[src/rtl/pc_sequencer.sv]
// Program-counter sequencer: sequential/relative/absolute flow control plus a
// bounded return-address stack with a sticky overflow/underflow fault flag.
module pc_sequencer #(
  parameter int unsigned   D         = 12,
  parameter int unsigned   DEPTH     = 4,
  parameter logic [D-1:0]  RESET_VEC = {D{1'b0}}
) (
  input  logic                       clk,
  input  logic                       reset,
  input  logic                       req,
  input  logic [2:0]                 op,
  input  logic                       cond,
  input  logic [D-1:0]               offset,
  input  logic [D-1:0]               target,
  output logic [D-1:0]               prog_ctr,
  output logic [$clog2(DEPTH+1)-1:0] sp,
  output logic                       stack_empty,
  output logic                       stack_full,
  output logic                       fault
);

  localparam int unsigned SPW = $clog2(DEPTH + 1);
  localparam int unsigned AW  = (DEPTH > 1) ? $clog2(DEPTH) : 1;
  localparam logic [SPW-1:0] SP_FULL = SPW'(DEPTH);

  localparam logic [2:0] OP_SEQ  = 3'b000;
  localparam logic [2:0] OP_RJMP = 3'b001;
  localparam logic [2:0] OP_AJMP = 3'b010;
  localparam logic [2:0] OP_CALL = 3'b011;
  localparam logic [2:0] OP_RET  = 3'b100;

  logic [D-1:0]   stack_r [DEPTH];
  logic [D-1:0]   pc_inc_s;
  logic [D-1:0]   pc_next_s;
  logic [SPW-1:0] sp_next_s;
  logic           fault_next_s;
  logic           push_s;
  logic [AW-1:0]  push_idx_s;
  logic [AW-1:0]  pop_idx_s;

  assign stack_empty = (sp == {SPW{1'b0}});
  assign stack_full  = (sp == SP_FULL);
  assign pc_inc_s    = prog_ctr + {{(D-1){1'b0}}, 1'b1};
  // Indices only matter when the stack is not full (push) / not empty (pop).
  assign push_idx_s  = sp[AW-1:0];
  assign pop_idx_s   = push_idx_s - {{(AW-1){1'b0}}, 1'b1};

  // Next-state decode for program counter, stack pointer and fault flag.
  always_comb begin
    pc_next_s    = pc_inc_s;
    sp_next_s    = sp;
    fault_next_s = fault;
    push_s       = 1'b0;
    case (op)
      OP_SEQ: begin
        pc_next_s = pc_inc_s;
      end
      OP_RJMP: begin
        if (cond && (offset != {D{1'b0}})) begin
          pc_next_s = prog_ctr + offset;
        end else begin
          pc_next_s = pc_inc_s;
        end
      end
      OP_AJMP: begin
        if (cond) begin
          pc_next_s = target;
        end else begin
          pc_next_s = pc_inc_s;
        end
      end
      OP_CALL: begin
        if (!stack_full) begin
          push_s    = 1'b1;
          sp_next_s = sp + {{(SPW-1){1'b0}}, 1'b1};
          pc_next_s = prog_ctr + offset;
        end else begin
          fault_next_s = 1'b1;
        end
      end
      OP_RET: begin
        if (!stack_empty) begin
          sp_next_s = sp - {{(SPW-1){1'b0}}, 1'b1};
          pc_next_s = stack_r[pop_idx_s];
        end else begin
          fault_next_s = 1'b1;
        end
      end
      default: begin
        pc_next_s = pc_inc_s;
      end
    endcase
  end

  // Architectural state: reset dominates, otherwise advance only on req.
  always_ff @(posedge clk) begin
    if (reset) begin
      prog_ctr <= RESET_VEC;
      sp       <= {SPW{1'b0}};
      fault    <= 1'b0;
    end else if (req) begin
      prog_ctr <= pc_next_s;
      sp       <= sp_next_s;
      fault    <= fault_next_s;
    end else begin
      prog_ctr <= prog_ctr;
      sp       <= sp;
      fault    <= fault;
    end
  end

  // Return-address storage; contents above sp are don't-care, so no reset.
  always_ff @(posedge clk) begin
    if (!reset && req && push_s) begin
      stack_r[push_idx_s] <= pc_inc_s;
    end else begin
      stack_r[push_idx_s] <= stack_r[push_idx_s];
    end
  end

endmodule

[config.mk]
export PLATFORM = sky130hd
export DESIGN_NAME = pc_sequencer
export DESIGN_NICKNAME = d
export VERILOG_FILES = /design/src/rtl/pc_sequencer.sv
export SDC_FILE = /design/constraint.sdc
export NUM_CORES = 1
export LEC_CHECK = 0
export BUFFER_PORTS_ARGS = -buffer_cell sky130_fd_sc_hd__buf_2
export CAP_MARGIN = 20
export CORE_MARGIN = 2
export CORE_UTILIZATION = 40
export CTS_CLUSTER_SIZE = 20
export DETAILED_ROUTE_END_ITERATION = 10
export GPL_TIMING_DRIVEN = 0
export SYNTH_ARGS = -nofsm -noshare
export SYNTH_HDL_FRONTEND = slang
export SYNTH_SLANG_ARGS = --single-unit
[constraint.sdc]
create_clock -name clk -period 3.1 [get_ports clk]
set_clock_uncertainty 0.15 [all_clocks]
set_input_delay 0.155 -clock clk [delete_from_list [all_inputs] [get_ports clk]]
set_output_delay 0.155 -clock clk [all_outputs]
set_load 0.01 [all_outputs]
==> results.toml, run 1 <==
[outcome]
status = "finished clean"

[place]
place_ws_ps = -92.3
place_hpwl_mm = 7.09
io_buffers = 44
dp_cells = 480
gp_congestion = 0.871

[sta]
setup-violations-final = 0
tightest_slew_ps = 704
maxSlewHeadroom_pct = 52.9
period_share_pct = 91.9
hold_viol_final = 0
min_period_ps = 2850
setup_ws_ps = 253
fmax_mhz = 351
slew_viol_final = 0
hold_slack_ps = 105
fin_setup_tns_ps = 0

[pwr]
power_density_nw_per_um2 = 449
ir_worst_vdd_mv = 0.198
leakagePower_nw = 1.63

[synth]
synth_edf_count = 48
async_reset_ff_share_pct = 0
yosysTopAreaCell = "edfxtp_1"
netlist.area_leader.share_pct = 38.0
avgSynthCellArea_um2 = 11.7
ys_seq_area_share_pct = 46.5
ys_seq_elements = 64
ys.warnings.count = 0
syn_area_um2 = 3790
syn_inst = 325
syn_nets = 374
ys_top_cells_by_area = "edfxtp_1, dfxtp_1, mux4_2"
synth.distinct_cells = 62
synth_flop_cell = "edfxtp_1"

[clock_network]
cts_tree = "built"
clk_latency_ps = 340
clock_sinks = 64
h-tree-depth = 3
cts-root-buf = "clkbuf_8"
post_cts.repair.setup_buffers = 0
clkTransAtPathRegs_ps = 70
cts_made_buffers = 9
cts_buffer_depth = 2

[floorplan]
coreArea_um2 = 9200
fp.dieW_um = 101
die_h_um = 101
rows = 35
start_util_pct = 41.2
die_area_um2 = 10300
num_io_pins = 49

[cells_and_area]
drive_gt1_share_pct = 27.2
utilization_pct = 47.2
final_nets = 430
syn_to_final_growth_pct = 14.6
finalNonFillerCells = 497
diodes = 0
nFillCells = 885

[route]
wire_per_inst_um = 18.9
wl_mm = 9.39
drt-initial-drc-count = 156
dr.pass1.iters = 4
via_count = 2800
drt.antenna.violating_nets = 0
drc = 0
via_per_inst = 5.63

[global_routing]
grt_pass1_vias = 2721
grt_usage_pct = 19.5
antenna_found_initial = 0
grt_pass1_wl_mm = 14.8
grt_max_degree = 13
overflow = 0

[setup_path]
criticalPathCategory = "register to register"
startpoint = "sp[0]$_SDFFE_PP0P_"
end_kind = "register"
start_kind = "register"
r2r_start = "sp[0]$_SDFFE_PP0P_"
worstPathMaxFanout = 12
required_ps = 2950
arrival_ps = 2700

[hold_path]
min_from = "target[11]"
min_path_type = "input pin to register"

[flow_run]
drv_cap = 0
## metal layers
metal  track usage (%)  up-vias  wire length, um
li1                  -     1351                -
met1              26.0     1376             4220
met2              32.1       67             4620
met3              2.28        6              376
met4              8.73        0              170
met5                 0        -                0
## worst paths after layout
path | end | slack (ps) | cells past startpoint
worst min register to register | fault$_SDFFE_PP0P_ | 330 | 2
worst max-delay path | stack_r[2][9]$_DFFE_PP_ | 250 | 8
worst min-delay path | prog_ctr[11]$_SDFFE_PP0P_ | 110 | 4
worst max register to register | stack_r[2][9]$_DFFE_PP_ | 250 | 8
## placed cells by master, fill, tap and decap left out, types with 3 or more instances in the layout
cell and instances:
nand2_1 34, a221oi_1 7, nand2b_1 4, xor2_1 9, and2_4 3, nand4_1 4, and3_1 4, a31oi_1 5
clkbuf_1 3, buf_2 46, o2111ai_1 4, mux4_2 11, and2_1 3, nand3_1 16, nor3_1 11, and2b_1 3
a211oi_1 3, ha_1 16, buf_6 3, nor4_4 3, clkinv_2 3, a21o_1 3, dfxtp_1 16, clkbuf_8 15
nor2_1 24, xnor2_1 12, inv_1 9, a21oi_1 12, edfxtp_1 48, o21ai_0 6
## cell usage after synthesis (all sizes together) (2+ instances only)
| cell type | number |
|---|---|
| nor3b | 2 |
| nor3 | 11 |
| and3 | 4 |
| a21oi | 12 |
| clkbuf | 9 |
| o2111ai | 4 |
| nand2b | 4 |
| buf | 6 |
| o32ai | 2 |
| xnor2 | 12 |
| mux4 | 12 |
| nand2 | 34 |
| fa | 2 |
| nand3 | 17 |
| a21boi | 3 |
| inv | 10 |
| and2 | 7 |
| o21ai | 9 |
| a31oi | 5 |
| a211oi | 3 |
| edfxtp | 48 |
| nor2 | 25 |
| and2b | 3 |
| ha | 16 |
| o21a | 2 |
| dfxtp | 16 |
| nand4 | 4 |
| a21o | 3 |
| o21bai | 2 |
| a221oi | 8 |
| a311oi | 2 |
| xor2 | 9 |
| nor4 | 4 |
## metrics by stage
stage | total power (W) | instance area, um2
finish | 0.00195 | 4340
detailed placement | 0.00134 | 4150
global placement | 0.00134 | 4150
floorplan | 0.00122 | 3790
global route | 0.00204 | 4340
CTS | 0.00196 | 4340
## power by group
| group | switching, W | internal [W] |
|---|---|---|
| sequential | 0.0000289 | 0.000944 |
| combinational | 0.000204 | 0.000150 |
| clock | 0.000333 | 0.000289 |
| total | 0.000566 | 0.00138 |
## worst max-delay path, stage by stage (launching register included)
cell and delay [ps]:
dfxtp_1 380, buf_2 230, buf_6 210, inv_1 120, ha_1 310, a21boi_2 270
nand2_1 140, nor3b_2 300, and2_2 400
## cell families after synthesis
logic type	count (synthesis)	share of synthesized area [%]
multiplexers	13	7.53
adder cells (fa/ha/maj)	18	6.34
flip-flops	64	46.5
AO/OA/AOI/OAI	64	13.0
AND/OR/NAND/NOR	120	17.0
XOR/XNOR	21	4.85
buffers and inverters	25	4.82
## area by class of cell
type	count	area [um2]	area share, %
Sequential cell	64	1760	40.6
Multi-Input combinational cell	236	1860	42.8
Inverter	10	37.5	0.864
Clock buffer	9	124	2.85
Tap cell	111	139	3.20
Buffer	15	145	3.34
Clock inverter	7	47.5	1.09
Timing Repair Buffer	45	230	5.30
## what timing repair did
item                                   CTS  global route
pin swaps                                0             0
gates resized for setup                  4             4
endpoints found under the hold margin    5             0
setup endpoints to repair               48            48
hold buffers                             1             0
## state kept, by name, indices dropped and copies added, names as in the netlist
| name | cells |
|---|---|
| stack_r | 48 |
| fault | 1 |
| prog_ctr | 12 |
| sp | 3 |
Note: power is estimated with default switching activity, not from simulation.
==> run 2: changes to the inputs <==
Settings changed: ABC_AREA from default to 1, CORE_MARGIN 2 to 1.
==> results.toml, run 2 <==
[place]
dp_cells = 728
place_hpwl_mm = 8.77
gp_congestion = 0.887
io_buffers = 46

[outcome]
status = "finished clean"

[synth]
ys_seq_elements = 64
syn_inst = 545
synth_edf_count = 48
ys_top_cells_by_area = "edfxtp_1, nand2_1, dfxtp_1"
ys_seq_area_share_pct = 42.7
yosysMostFrequentCell = "nand2_1"
netlist.area_leader.share_pct = 34.9
async_reset_ff_share_pct = 0
synth.distinct_cells = 39
yosysTopAreaCell = "edfxtp_1"
synthTopCellsByCount = "nand2_1, nor2_1, inv_1"
ys.warnings.count = 0
avgSynthCellArea_um2 = 7.58
syn_nets = 594
syn_area_um2 = 4130
synth_flop_cell = "edfxtp_1"

[setup_path]
arrival_ps = 2790
end_kind = "register"
crit_path_max_incr_delay_ps = 390
criticalPathCategory = "register to register"
start_kind = "register"
path_cells = "buf_2 -> inv_4 -> buf_2 -> ha_1 -> nand2_2 -> nand2_1 -> inv_1 -> nand3_2 -> nor2_4 -> buf_6"
slowest_stage = "dfxtp_1"
cp_common_cell = "buf_2"
worstPathMaxFanout = 12
required_ps = 3000

[cells_and_area]
final_cell_mix = "nand2_1, nor2_1, inv_1, buf_2, nand3_1"
syn_to_final_growth_pct = 16.8
regMostFlops = "stack_r"
regArea_um2 = 1760
multi_input_area_um2 = 2080
drive_gt1_share_pct = 18.3
utilization_pct = 48.6
final_nets = 660
nFillCells = 1000
largest_register_ffs = 48
diodes = 0
final_common_cell = "nand2_1"
finalNonFillerCells = 749
reg_top3 = "stack_r (48), prog_ctr (12), sp (3)"

[floorplan]
start_util_pct = 41.7
die_area_um2 = 10700
num_io_pins = 49
die_h_um = 104
fp.dieW_um = 104
rows = 36
coreArea_um2 = 9910

[clock_network]
cts_buffer_depth = 2
clkTransAtPathRegs_ps = 70
cts_made_buffers = 9
clock_sinks = 64
h-tree-depth = 3
clk_latency_ps = 340
cts_tree = "built"
cts-root-buf = "clkbuf_8"
ctsHoldBuffers = 0

[sta]
maxSlewHeadroom_pct = 57.8
hold_viol_final = 0
slew_viol_final = 0
fmax_mhz = 346
rsz0062_at_grt = "false"
setup-violations-final = 0
period_share_pct = 93.3
tightest_slew_ps = 634
min_period_ps = 2890

[pwr]
ir_worst_vdd_mv = 0.176
power_density_nw_per_um2 = 419
leakagePower_nw = 2.25
p_total_w = 0.00202

[flow_run]
drv_cap = 0

[global_routing]
antenna_found_initial = 0
grt_usage_pct = 22.4
grt_pass1_wl_mm = 18.5
grt_max_degree = 13
grt_pass1_vias = 3722
overflow = 0

[route]
via_count = 3850
wire_per_inst_um = 15.3
wl_mm = 11.5
drt.antenna.violating_nets = 0
via_per_inst = 5.14
drt-initial-drc-count = 239
drc = 0
dr.pass1.iters = 5

[hold_path]
min_path_type = "input pin to register"
==> run 2: cell count changes after synthesis, moves of 16 or more <==
cell / delta
a21oi_1: +16
nor2_1: +38
nand3_1: +34
o21ai_0: +17
inv_1: +48
nand2_1: +131
==> run 2: per-layer routing <==
metal / share of wire (%) / track usage [%]
met1: 46 / 28.5
met2: 47 / 37.8
met3: 4.8 / 3.02
met4: 2.4 / 9.83
met5: 0 / 0
==> run 2: stage by stage <==
step	area [um2]	hold slack, ps	TNS (ps)	worst slack (ps)
after detailed placement	4570	294	-5760	-230
after CTS	4780	7.09	0	14.5
after global placement	4530	284	-23840	-549
final	4820	17.1	0	207
after floorplan	4130	150	0	360
after global routing	4820	9.84	0	15.7
==> run 2: path summary, 6_finish.rpt <==
path                            from                        to  slack, ps  cells past startpoint
setup / recovery  sp[0]$_SDFFE_PP0P_   stack_r[2][8]$_DFFE_PP_        210                     10
hold / removal                 reset  prog_ctr[1]$_SDFFE_PP0P_         20                      4
setup reg to reg  sp[0]$_SDFFE_PP0P_   stack_r[2][8]$_DFFE_PP_        210                     10
hold reg to reg   fault$_SDFFE_PP0P_        fault$_SDFFE_PP0P_        300                      2
==> run 2: critical path, delay by kind of cell, from the launching register on <==
kind          cells  cell delay, ps
simple gates      4             880
buf+inv           5             910
flops             1             390
fa+ha+maj         1             270
==> run 2: kinds of logic after synthesis <==
kind of cell	count (synthesis)	share of synthesized area (%)
compound gates	67	8.73
buf+inv	82	7.79
simple gates	303	32.5
xor+xnor	11	2.52
flops	64	42.7
fa+ha+maj	18	5.82
==> run 2: area by class of cell <==
type                            instances  area share [%]
Tap cell                              133            3.45
Inverter                               69            5.42
Sequential cell                        64            36.5
Clock buffer                           15            3.45
Buffer                                 12            1.17
Clock inverter                          1           0.104
Timing Repair Buffer                   56            6.64
Multi-Input combinational cell        399            43.2
==> run 2: report_power, final <==
part	switching (W)	internal, W	total (W)
Sequential	0.0000265	0.000946	0.000972
Combinational	0.000267	0.000136	0.000403
Clock	0.000311	0.000335	0.000646
==> run 2: timing repair <==
item                       4_1_cts  5_1_grt
hold endpoints to repair         0        0
setup endpoints to repair       43       49
buffers inserted                 0        6
pin swaps                        0        4
resized for setup                9        1
==> run 3: changes to the inputs <==
Settings changed: ABC_CLOCK_PERIOD_IN_PS from default to 3100, CORE_UTILIZATION 40 to 25.
==> results.toml, run 3 (synthesis gave the netlist of run 2 again) <==
[sta]
setup-violations-final = 0
fmax_mhz = 340
min_period_ps = 2940
slew_viol_final = 0
period_share_pct = 95.0
tightest_slew_ps = 630
rsz0062_at_grt = "false"
hold_viol_final = 0
setup_ws_ps = 155
maxSlewHeadroom_pct = 58.0

[route]
via_per_inst = 4.49
wl_mm = 11.9
drt.antenna.violating_nets = 0
drc = 0
wire_per_inst_um = 14.4
drt-initial-drc-count = 341
dr.pass1.iters = 5
via_count = 3738

[cells_and_area]
reg_top3 = "stack_r (48), prog_ctr (12), sp (3)"
final_nets = 660
final_common_cell = "nand2_1"
drive_gt1_share_pct = 18.3
final_cell_mix = "nand2_1, nor2_1, inv_1, buf_2, nand3_1"
finalNonFillerCells = 832
regMostFlops = "stack_r"
diodes = 0
syn_to_final_growth_pct = 22.1
largest_register_ffs = 48

[global_routing]
grt_pass1_vias = 3519
grt_pass1_wl_mm = 18.6
grt_usage_pct = 14.8
overflow = 0
antenna_found_initial = 0
grt_max_degree = 13

[clock_network]
cts_buffer_depth = 2
h-tree-depth = 3
cts-root-buf = "clkbuf_16"
clkTransAtPathRegs_ps = 60
clock_sinks = 64
clk_latency_ps = 330
cts_made_buffers = 9
cts_tree = "built"

[place]
place_hpwl_mm = 9.20
gp_congestion = 0.837
place_ws_ps = -262
io_buffers = 46
dp_cells = 811

[hold_path]
whs_path_depth = 4
hold_path_end = "prog_ctr[6]$_SDFFE_PP0P_"
min_path_type = "input pin to register"
min_from = "reset"

[setup_path]
criticalPathCategory = "register to register"
rrSetupSlack_ps = 160
r2r_start = "sp[0]$_SDFFE_PP0P_"
worstRegToRegCells = 10
required_ps = 2980
arrival_ps = 2830
start_kind = "register"
rr_endpoint = "stack_r[0][0]$_DFFE_PP_"
end_kind = "register"
worstPathMaxFanout = 12

[pwr]
leakagePower_nw = 2.30
power_density_nw_per_um2 = 471
p_total_w = 0.00238
p_comb_share_pct = 16.9
ir_worst_vdd_mv = 0.223
seq_power_share_pct = 41.0
clockPowerShare_pct = 42.1
switchingPower_w = 0.000651
intPower_w = 0.00173
sw_frac_of_total_pct = 27.4

[floorplan]
fp.dieW_um = 131
num_io_pins = 49
rows = 46
coreArea_um2 = 16000
die_area_um2 = 17000
die_h_um = 131
start_util_pct = 25.8

[outcome]
status = "finished clean"

[flow_run]
drv_cap = 0
## run 3: cell types whose count changed in the layout (fill, tap and decap cells not counted)
cell        delta
clkbuf_8      -10
clkbuf_16      +9
buf_4          -1
bufinv_16      +1
clkinvlp_4     +1
## run 3: how the worst max path moves through the flow
stage	startpoint	endpoint	slack, ps	cells after the start
after global placement	sp[0]$_SDFFE_PP0P_	stack_r[1][1]$_DFFE_PP_	-570	9
final	sp[0]$_SDFFE_PP0P_	stack_r[0][0]$_DFFE_PP_	160	10
after detailed placement	sp[0]$_SDFFE_PP0P_	stack_r[2][2]$_DFFE_PP_	-260	10
after floorplan	sp[0]$_SDFFE_PP0P_	stack_r[1][0]$_DFFE_PP_	360	9
after CTS	sp[0]$_SDFFE_PP0P_	stack_r[2][0]$_DFFE_PP_	4	10
after global routing	sp[0]$_SDFFE_PP0P_	stack_r[0][3]$_DFFE_PP_	30	10
## run 3: metrics by stage
stage | utilization, % | hold WS (ps) | cell area (um2) | setup TNS (ps)
finish | 31.5 | 51.0 | 5040 | 0
global route | 31.5 | 67.7 | 5040 | 0
CTS | 31.3 | 51.6 | 5000 | 0
detailed placement | 29.2 | 307 | 4670 | -6540
global placement | 28.9 | 297 | 4630 | -25360
floorplan | - | 150 | 4130 | 0
## run 3: critical path, stage by stage, from the launching register on
cell and delay, ps:
dfxtp_1 380, buf_2 210, inv_4 80, buf_2 230
ha_1 260, nand2_2 200, nand2_1 170, inv_1 210
nand3_2 270, nor2_4 300, buf_6 190
## run 3: per-layer routing
metal / track usage, % / vias up / routed length (um)
li1: - / 1919 / -
met1: 19.3 / 1680 / 5450
met2: 24.6 / 120 / 5600
met3: 1.87 / 19 / 634
met4: 6.29 / 0 / 271
met5: 0 / - / 0
## run 3: timing repair
action	in CTS	in global routing
endpoints found under the setup margin	45	28
setup buffers	0	5
pin swaps	1	2
gates resized for setup	9	1
hold buffers	0	0
## run 3: cell type report
cell class,count,area (um2)
Fill cell,1741,11000
Multi-Input combinational cell,399,2080
Sequential cell,64,1760
Timing Repair Buffer,55,313
Tap cell,216,270
Inverter,69,262
Clock buffer,13,250
Buffer,13,60.1
Clock inverter,3,42.5
## run 3: power by group through the flow
stage | clock [W] | combinational, W | sequential (W)
floorplan | 0 | 0.000264 | 0.000991
global placement | 0 | 0.000394 | 0.000992
detailed placement | 0 | 0.000396 | 0.000992
CTS | 0.00101 | 0.000401 | 0.000974
global route | 0.00104 | 0.000455 | 0.000978
finish | 0.00100 | 0.000403 | 0.000974
